### src/rtl/bus_target_port.sv
// bus_target_port
//   Target-side responder for the arbitrated local bus. Decodes the granted
//   master's address against a 2**SPAN_LOG2 window at BASE_ADDR. It raises
//   TargetReady once the target can take the data strobe, and bridges each
//   transfer onto a simple local register port (Loc_*). All outputs are registered.
// Ports
//   clk, Reset                 clock (rising edge), async active-high reset
//   AddressValid/BusAddr/
//   BusWrite/BusWrData         granted transfer from the arbiter (level)
//   DataStrobe, Error          one-clock completion / abort pulses
//   TargetReady                decoded and ready for the strobe
//   BusRdData/BusRdValid       read return data and its drive enable
//   Loc_Addr/Loc_WrData/Loc_Wr local write port (one-clock write pulse)
//   Loc_Rd/Loc_RdData/Loc_Ack  local read request, data and acknowledge
module bus_target_port #(
    parameter int             AW          = 16,
    parameter int             DW          = 16,
    parameter int             SPAN_LOG2   = 4,
    parameter logic [AW-1:0]  BASE_ADDR   = '0,
    parameter int             WAIT_STATES = 0,
    parameter int             LOC_TIMEOUT = 15
) (
    input  logic                 clk,
    input  logic                 Reset,
    input  logic                 AddressValid,
    input  logic [AW-1:0]        BusAddr,
    input  logic                 BusWrite,
    input  logic [DW-1:0]        BusWrData,
    input  logic                 DataStrobe,
    input  logic                 Error,
    output logic                 TargetReady,
    output logic [DW-1:0]        BusRdData,
    output logic                 BusRdValid,
    output logic [SPAN_LOG2-1:0] Loc_Addr,
    output logic [DW-1:0]        Loc_WrData,
    output logic                 Loc_Wr,
    output logic                 Loc_Rd,
    input  logic [DW-1:0]        Loc_RdData,
    input  logic                 Loc_Ack
);

    typedef enum logic [2:0] {IDLE, LREAD, WAIT, READY, DONE, MISS} state_t;

    localparam int CMAX = (WAIT_STATES > LOC_TIMEOUT) ? WAIT_STATES : LOC_TIMEOUT;
    localparam int CW   = (CMAX > 1) ? $clog2(CMAX + 1) : 1;
    localparam logic [CW-1:0] WS_LAST = CW'((WAIT_STATES > 0) ? WAIT_STATES - 1 : 0);
    localparam logic [CW-1:0] TO_LAST = CW'((LOC_TIMEOUT > 0) ? LOC_TIMEOUT - 1 : 0);
    // With no wait states the WAIT state is skipped so TargetReady rises one
    // cycle after the decode (write) or the local ack (read).
    localparam state_t AFTER_DATA = (WAIT_STATES == 0) ? READY : WAIT;

    state_t                r_state, w_state_nxt;
    logic [CW-1:0]         r_cnt;
    logic                  r_armed;
    logic                  r_write;
    logic                  r_ready, r_rdvalid, r_loc_wr, r_loc_rd;
    logic [DW-1:0]         r_rddata, r_loc_wrdata;
    logic [SPAN_LOG2-1:0]  r_loc_addr;

    logic                  w_hit, w_write_eff;
    logic                  w_ready_nxt, w_rdvalid_nxt, w_loc_wr_nxt, w_loc_rd_nxt;
    logic                  w_capture, w_rd_latch;

    assign w_hit = (BusAddr[AW-1:SPAN_LOG2] == BASE_ADDR[AW-1:SPAN_LOG2]);

    // State register plus the datapath registers that follow it
    always_ff @(posedge clk or posedge Reset) begin
        if (Reset) begin
            r_state      <= IDLE;
            r_cnt        <= '0;
            r_armed      <= 1'b0;
            r_write      <= 1'b0;
            r_ready      <= 1'b0;
            r_rdvalid    <= 1'b0;
            r_loc_wr     <= 1'b0;
            r_loc_rd     <= 1'b0;
            r_rddata     <= '0;
            r_loc_wrdata <= '0;
            r_loc_addr   <= '0;
        end else begin
            r_state   <= w_state_nxt;
            // A grant is only decoded after AddressValid has been seen low in
            // IDLE, so a grant held across DONE/MISS is never re-decoded.
            r_armed   <= (r_state == IDLE) && !AddressValid;
            if ((w_state_nxt != r_state) || !((r_state == LREAD) || (r_state == WAIT)))
                r_cnt <= '0;
            else if (r_cnt != {CW{1'b1}})
                r_cnt <= r_cnt + CW'(1);
            if (w_capture) begin
                r_write      <= BusWrite;
                r_loc_addr   <= BusAddr[SPAN_LOG2-1:0];
                r_loc_wrdata <= BusWrData;
            end
            if (w_rd_latch)
                r_rddata <= Loc_RdData;
            else if ((w_state_nxt != WAIT) && (w_state_nxt != READY))
                r_rddata <= '0;
            r_ready   <= w_ready_nxt;
            r_rdvalid <= w_rdvalid_nxt;
            r_loc_wr  <= w_loc_wr_nxt;
            r_loc_rd  <= w_loc_rd_nxt;
        end
    end

    // Next-state logic; Error outranks the strobe, the strobe outranks AV falling
    always_comb begin
        w_state_nxt = r_state;
        unique case (r_state)
            IDLE: begin
                if (AddressValid && r_armed) begin
                    if (!w_hit)        w_state_nxt = MISS;
                    else if (BusWrite) w_state_nxt = AFTER_DATA;
                    else               w_state_nxt = LREAD;
                end
            end
            LREAD: begin
                if (Error)                  w_state_nxt = DONE;
                else if (!AddressValid)     w_state_nxt = IDLE;
                else if (Loc_Ack)           w_state_nxt = AFTER_DATA;
                else if (r_cnt == TO_LAST)  w_state_nxt = MISS;
            end
            WAIT: begin
                if (Error)                  w_state_nxt = DONE;
                else if (!AddressValid)     w_state_nxt = IDLE;
                else if (r_cnt == WS_LAST)  w_state_nxt = READY;
            end
            READY: begin
                if (Error || DataStrobe)    w_state_nxt = DONE;
                else if (!AddressValid)     w_state_nxt = IDLE;
            end
            DONE, MISS: begin
                if (!AddressValid)          w_state_nxt = IDLE;
            end
            default:                        w_state_nxt = IDLE;
        endcase
    end

    // Output next-values, registered above
    always_comb begin
        w_write_eff   = (r_state == IDLE) ? BusWrite : r_write;
        w_capture     = (r_state == IDLE) && (w_state_nxt != IDLE);
        w_rd_latch    = (r_state == LREAD) && ((w_state_nxt == WAIT) || (w_state_nxt == READY));
        w_ready_nxt   = (w_state_nxt == READY);
        w_rdvalid_nxt = (w_state_nxt == READY) && !w_write_eff;
        w_loc_rd_nxt  = (r_state == IDLE) && (w_state_nxt == LREAD);
        w_loc_wr_nxt  = (r_state == READY) && DataStrobe && !Error && r_write;
    end

    assign TargetReady = r_ready;
    assign BusRdValid  = r_rdvalid;
    assign BusRdData   = r_rddata;
    assign Loc_Wr      = r_loc_wr;
    assign Loc_Rd      = r_loc_rd;
    assign Loc_Addr    = r_loc_addr;
    assign Loc_WrData  = r_loc_wrdata;

endmodule
### config.mk
export PLATFORM = sky130hd
export DESIGN_NAME = bus_target_port
export DESIGN_NICKNAME = d
export VERILOG_FILES = /design/src/rtl/bus_target_port.sv
export SDC_FILE = /design/constraint.sdc
export NUM_CORES = 1
export LEC_CHECK = 0
export BUFFER_PORTS_ARGS = -buffer_cell sky130_fd_sc_hd__clkbuf_2
export CORE_MARGIN = 5
export CORE_UTILIZATION = 25
export CTS_BUF_LIST = sky130_fd_sc_hd__clkbuf_4
export DETAILED_ROUTE_END_ITERATION = 16
export SETUP_SLACK_MARGIN = 0.4
export SLEW_MARGIN = 0
export SYNTH_ARGS = -nofsm -noshare
export SYNTH_HDL_FRONTEND = slang
export SYNTH_SLANG_ARGS = --single-unit
### constraint.sdc
create_clock -name clk -period 2.45 [get_ports clk]
set_input_delay 0.1225 -clock clk [delete_from_list [all_inputs] [get_ports clk]]
set_output_delay 0.1225 -clock clk [all_outputs]
set_load 0.05 [all_outputs]
==> run summary, run 1 <==
The flow ran to the end, and the final reports show no timing, DRC or antenna violations. The time the final worst path needs with I/O delays and setup came out at 1950 ps. Along the worst path, the maximum fanout reaches 16. Endpoint of the worst hold path: r_armed.

The total count of max-transition violations in the final report is 0, and the fraction of power spent switching nets is 47.4%. In this run the critical register-to-register path is launched from r_state[2]. The tree is rooted in a clkbuf_4. 95 I/O pins were placed.

Detailed routing inserted a total of 1972 vias. The first global-routing pass estimated 9680 µm of wire. The total number of yosys warnings was 0; the post-CTS clock slew at the launch and capture registers of the worst setup and hold paths was 140 ps. After floorplanning, the core was divided into 33 placement rows. The path class of the tightest hold or removal check is in -> reg. The worst setup path is captured at a flip-flop. The number of synthesized register bits is 49, and the total nets after synthesis is 260.

The die extent in x is 101 µm, and the detailed placement HPWL is 3970 µm. The maximum ir drop on the vdd rail was 0.000594 V. The cell type with the largest total area after synthesis is dfrtp_1. The switching power summed over all nets came out at 1.32 mW.

The reported max-cap violation count was 0; the core box area was 8180 µm². In the finished design, the share of the clock period the worst path needs comes to 79.5%. The number of vias per cell came out at 4.45. Setup repair after global routing could not meet its margin everywhere. The area growth from synthesis to layout came out at 50.7%.

The proportion of synthesized flip-flops having asynchronous set or reset was 100%; the synthesized instance count was 202. The first detailed-routing pass took 4 iterations. The number of cells on the worst reg-to-reg path is 6.

The logs give 1.46 mW for the internal power of the cells and 2090 µm² for the cell area after synthesis. 0 antenna diodes ended up in the layout. The DRC violation count after routing came out at 0.

The worst setup path category is reg -> reg. The part of the power in combinational logic was 45.1%. The share of the Yosys chip area taken by registers is 58.7%. The tools report the normalized max-slew margin as 61.1%. In this run the remaining antenna-violating nets after routing total 0.

The logs give 10300 µm² for the floorplan die area and 40.9% for the sequential group share of total power. The clock arrives with 10.7 ps of skew. In this run the most critical hold path is launched from AddressValid. The run gives 1.67 nW as the leakage power of the design.

In this run, synthesis inferred 0 flip-flops with an integrated enable. For this design the ratio of total power to cell area is 882 nW/µm². The upper clock frequency limit came out at 513 MHz. The final count of hold timing violations is 0.

The run gives 2760 ps as the required time at the worst-slack endpoint. For this run the aggregate overflow at the end of global routing stands at 0. The detailed router finished its first iteration with 90 violations. Each instance of the synthesized netlist takes up on average 10.3 µm².

In the final design database the tool counted 395 nets. In this run the biggest area consumer among cell types represents 58.7% of the synthesized area. The run gives 17.7 ps as the worst-case hold slack. The tools report the overall routed net length as 5890 µm. For this run, the leading register cell type out of synthesis is dfrtp_1.

The floorplan step set the die height to 101 µm. For the initial core utilization, the log shows 25.6%. The pin count of the biggest net entering global routing came out at 24. Global placer's final weighted congestion: 0.854.

Setup violations remaining at the end of the flow were counted as 0. For the worst-skew pair, the clock arrives at the later sink with an insertion delay of 360 ps. Data arrives at the worst endpoint at 2260 ps. The worst hold path passes through 2 cells. After detailed routing, the average wire length per cell comes to 13.3 µm. In the final layout, the share of cells above drive strength 1 is 34.6%.

Sorting the synthesized cells by area gives the leading types as dfrtp_1, nand2_1, a22o_1. The number of global-route vias before repair was 2030; the number of buffers between clock root and the deepest sink was 2. In this run, distinct cell masters in the synthesized netlist total 40. TritonCTS built the clock tree. The worst setup path is launched from a flip-flop. The transition time of the tightest slew-check pin was 584 ps; the sink count of the clock tree was 49. The global-route total usage across every layer was 11.7%; the total clock buffers created by CTS was 5. The worst register-to-register path ends at BusRdData[15]. For the reg2reg setup slack, the log shows 500 ps.

The initial antenna violation count is 0, and the count of port buffers added during placement is 94. The final sum of negative setup slack was 0 ps; the number of fill cells in the layout was 822. The logs give 2 for the number of levels in the clock H-tree and 14.0% for the clock share of power.
[worst max path at each step]
| stage | to | startpoint | cells after the start |
|---|---|---|---|
| after floorplan | BusRdData[0] | r_state[2] | 7 |
| after global placement | BusRdData[1] | r_state[2] | 6 |
| after detailed placement | BusRdData[7] | r_state[2] | 6 |
| after CTS | BusRdData[15] | r_state[2] | 6 |
| after global routing | BusRdData[4] | r_state[0] | 6 |
| final | BusRdData[15] | r_state[2] | 6 |
[final cells by class]
type                            count  area, µm²  share of cell area (%)
Tap cell                          105        131                    4.17
Inverter                            7       26.3                   0.834
Clock inverter                      2       13.8                   0.437
Timing Repair Buffer              139        906                    28.8
Sequential cell                    49       1230                    39.0
Multi-Input combinational cell    135        798                    25.3
Clock buffer                        6       45.0                    1.43
[worst max-delay path, cell delays in order, from the launching register on]
cell and delay [ps]:
dfrtp_2 470, or3b_1 410, a311o_1 370, o31ai_4 100, and2b_1 170, buf_4 210, a22o_1 170
[power groups by stage]
stage / Sequential, mW / Combinational [mW] / Clock [mW]
finish: 1.13 / 1.25 / 0.389
global route: 1.16 / 1.35 / 0.449
CTS: 1.13 / 1.24 / 0.423
detailed placement: 1.15 / 1.18 / 0
global placement: 1.14 / 1.18 / 0
floorplan: 1.67 / 0.343 / 0
[Yosys cell counts (all sizes together) (2+ instances only)]
master / n
nand2: 67
dfrtp: 49
a22o: 16
inv: 7
clkbuf: 6
nor3: 6
buf: 5
and3: 4
nand3: 4
nor4: 4
ha: 3
nor2b: 3
a2111oi: 2
a21oi: 2
mux2i: 2
nor2: 2
o21ai: 2
o31ai: 2
or3b: 2
xnor2: 2
[metal layers]
metal / vias to the layer above / track usage [%] / wire length [µm]
met5: - / 0 / 0
met4: 0 / 3.37 / 74
met3: 9 / 3.03 / 402
met2: 66 / 19.7 / 2830
met1: 935 / 14.7 / 2590
li1: 962 / - / -
[through the flow]
stage	power, mW	setup slack (ps)	utilization, %	std cells	cell area (µm²)
after floorplan	2.02	594	-	202	2090
after global placement	2.32	540	32.7	395	2680
after detailed placement	2.33	489	32.7	395	2680
after CTS	2.79	482	38.2	442	3120
after global routing	2.96	383	38.5	443	3150
final	2.78	502	38.5	443	3150
[cell families (layout without fill, tap and decap cells)]
kind of cell	count (synthesis)	count (layout)	share of synthesized area, %
AND/OR/NAND/NOR	98	98	21.5
buffers and inverters	18	154	3.83
XOR/XNOR	2	2	0.838
adder cells (fa/ha/maj)	3	3	1.80
flip-flops	49	49	58.7
multiplexers	2	2	0.958
AO/OA/AOI/OAI	30	30	12.4
[sequential cells by signal, indices dropped and copies added (netlist names)]
signal	count
BusRdData	16
BusRdValid	1
Loc_Addr	4
Loc_Rd	1
Loc_Wr	1
Loc_WrData	16
TargetReady	1
r_armed	1
r_cnt	4
r_state	3
r_write	1
[cells in the final DEF, fill, tap and decap left out, types with 4 or more instances in the layout]
cell type,instances
dfrtp_1,47
clkbuf_4,6
and3_1,4
dlygate4sd3_1,39
inv_1,4
buf_4,6
nand2_1,67
nor3_1,5
a22o_1,16
nor4_1,4
clkbuf_2,94
[timing repair]
action,in CTS,in global routing
endpoints found under the hold margin,67,0
setup endpoints to repair,0,19
hold buffers,39,0
setup buffers,0,1
gates resized for setup,0,5
(Power assumes the default switching activity.)
==> run 2: changes to the inputs <==
clock period = 1.69 ns   (was 2.45 ns; I/O delays follow)
==> run summary, run 2 (synthesis gave the netlist of run 1 again) <==
The required time at the worst-slack endpoint came out at 1990 ps (-770 ps). The top cell types in the final layout, fill and taps aside, are clkbuf_2, dfrtp_1, dlygate4sd3_1. Setup repair after global routing could not meet its margin everywhere. For the worst-case hold slack, the log shows 50.6 ps (+32.9 ps). The final count of hold timing violations is 0 (unchanged). The worst setup path is of the reg -> reg kind.

The tools report the core box area as 8180 µm² (unchanged). The run gives 0 (unchanged) as the initial antenna violation count. The detailed placement HPWL came out at 4000 µm (+0.82%). The run gives 0.000643 V (+8.2%) as the maximum ir drop on the vdd rail. The I/O pin count was 95 (unchanged); the arrival time of data at the critical path endpoint was 2130 ps (-130 ps). Transition time of the tightest slew-check pin: 461 ps (-123 ps). The wire length of the first global-routing pass was 10400 µm (+7.6%); the number of rows created at floorplan was 33 (unchanged).

The number of vias per cell works out to 4.45 (about the same). The worst setup path is launched from a flip-flop. Normalized max-slew margin: 69.2% (+8.1 points).

The final instance count without filler cells was 472 (+6.5%); the vertical extent of the die was 101 µm (unchanged). For the overall routed net length, the log shows 6850 µm (+16%). The sink count of the clock tree was 49 (unchanged).

Pin count of the biggest net entering global routing: 50 (+110%). The power density relative to cell area is 1230 nW/µm² (+40%). The number of levels in the clock H-tree is 2 (unchanged). The final period utilization was 109% (+29 points); the largest fanout on the critical path was 16 (unchanged). The run gives 0 (unchanged) as the reported max-cap violation count. The critical hold path startpoint was DataStrobe.

The tools report the final antenna diode count as 0 (unchanged). The tools report the leakage power of the design as 1.98 nW (+18%). The time the final worst path needs with I/O delays and setup was 1830 ps (-113 ps).

The global-route total usage across every layer was 12.8% (+1.1 points). The startpoint identified for the worst register-to-register timing path is r_state[2]. The logs give 5 (unchanged) for the total clock buffers created by CTS and 44 (-51%) for the first-iteration detailed-routing DRC count. The library cell used most frequently in the layout, excluding fill and tap cells, is clkbuf_2. The floorplan die area was 10300 µm² (unchanged); the worst-case clock skew was 5.19 ps (-5.52 ps). The min-delay analysis places its worst path in the category in -> reg.

Number of global-route vias before repair: 2166 (+6.7%). The sum of overflow across all layers after global routing is 0 (unchanged), and the wire length per cell after detailed routing is 14.5 µm (+9.0%). DRC violation count after routing: 0 (unchanged). For the core occupancy in the finished layout, the log shows 46.4% (+7.9 points). For the total via count after detailed routing, the log shows 2100 (+6.5%). Post-CTS clock slew at the launch and capture registers of the worst setup and hold paths: 140 ps (about the same). The final reports fail on setup timing.

The worst setup path is captured at a flip-flop. The layout cell share with drive strength beyond 1 is 52.6% (+18 points). The upper clock frequency limit came out at 545 MHz (+6.1%).

The number of antenna-violating nets in the routed design is 0 (unchanged), and the number of iterations in the first detailed-routing pass is 4 (unchanged). For the count of final setup violators, the log shows 25 (+25). The logs give 409 (+3.5%) for the placed instance count and -145 ps (-647 ps) for the worst path setup slack after routing. Area growth from synthesis to layout: 81.6%. The initial core utilization was 25.6% (unchanged). TritonCTS built the clock tree. The total count of max-transition violations in the final report is 0 (unchanged).

The die extent in x was 101 µm (unchanged); the number of buffers between clock root and the deepest sink was 2 (unchanged). The flow ran to the end, but the final reports show violations. The clock latency on the worst-skew pair was 350 ps (about the same); the net total in the final layout was 424 (+7.3%).

Final sum of negative setup slack: -2960 ps (-2960 ps). CTS placed an instance of clkbuf_4 at the clock tree root. The global placer's final weighted congestion is 0.793 (-7.1%), and the count of port buffers added during placement is 94 (unchanged). The most critical setup path has its startpoint at r_state[2].
## run 2: path summary, 6_finish.rpt
path | end | slack, ps | depth (start not counted)
max in group asynchronous | r_state[1] | 1150 | 4
min reg2reg | Loc_WrData[3] | 490 | 2
max | BusRdData[6] | -140 | 6
min in group asynchronous | Loc_WrData[14] | 290 | 4
min | Loc_Wr | 50 | 3
max reg2reg | BusRdData[6] | -140 | 6
## run 2: per-layer routing
layer,share of wire [%],global-route usage (%)
met1,42,16.4
met2,51,22.1
met3,5.9,2.27
met4,1.2,3.68
met5,0,0
## run 2: cell type report
type | instances | area [µm²]
clock buffer | 7 | 52.6
clock inverter | 1 | 7.51
fill | 777 | 4380
inverter | 7 | 26.3
multi-input combinational | 135 | 1060
sequential | 49 | 1230
tap | 105 | 131
timing repair buffer | 168 | 1290
## run 2: what timing repair did
action                                 4_1_cts  5_1_grt
gates resized for setup                     49       37
hold buffers                                39        0
setup endpoints to repair                   47       47
buffers inserted                             9        4
endpoints found under the hold margin       87        0
cloned                                       3        0
pin swaps                                   14       11
## run 2: power breakdown
part | switching [mW] | total [mW] | internal, mW | leakage [nW]
Clock | 0.363 | 0.560 | 0.197 | 0.0324
Sequential | 0.174 | 1.62 | 1.45 | 0.648
Combinational | 1.61 | 2.50 | 0.884 | 1.30
Total | 2.15 | 4.68 | 2.53 | 1.98
## run 2: per-stage QoR
step	cell area (µm²)	setup WS [ps]	power [mW]
global placement	2810	-117	3.48
floorplan	2130	-84.7	2.97
detailed placement	2810	-134	3.50
finish	3790	-145	4.68
CTS	3600	-118	4.54
global route	3790	-201	4.94
## run 2: worst max-delay path: stages, from the launching register on
cell and delay, ps:
dfrtp_2 460, or3b_4 400, a311o_1 320, o31ai_4 90, and2b_1 210, buf_12 150, a22o_1 150
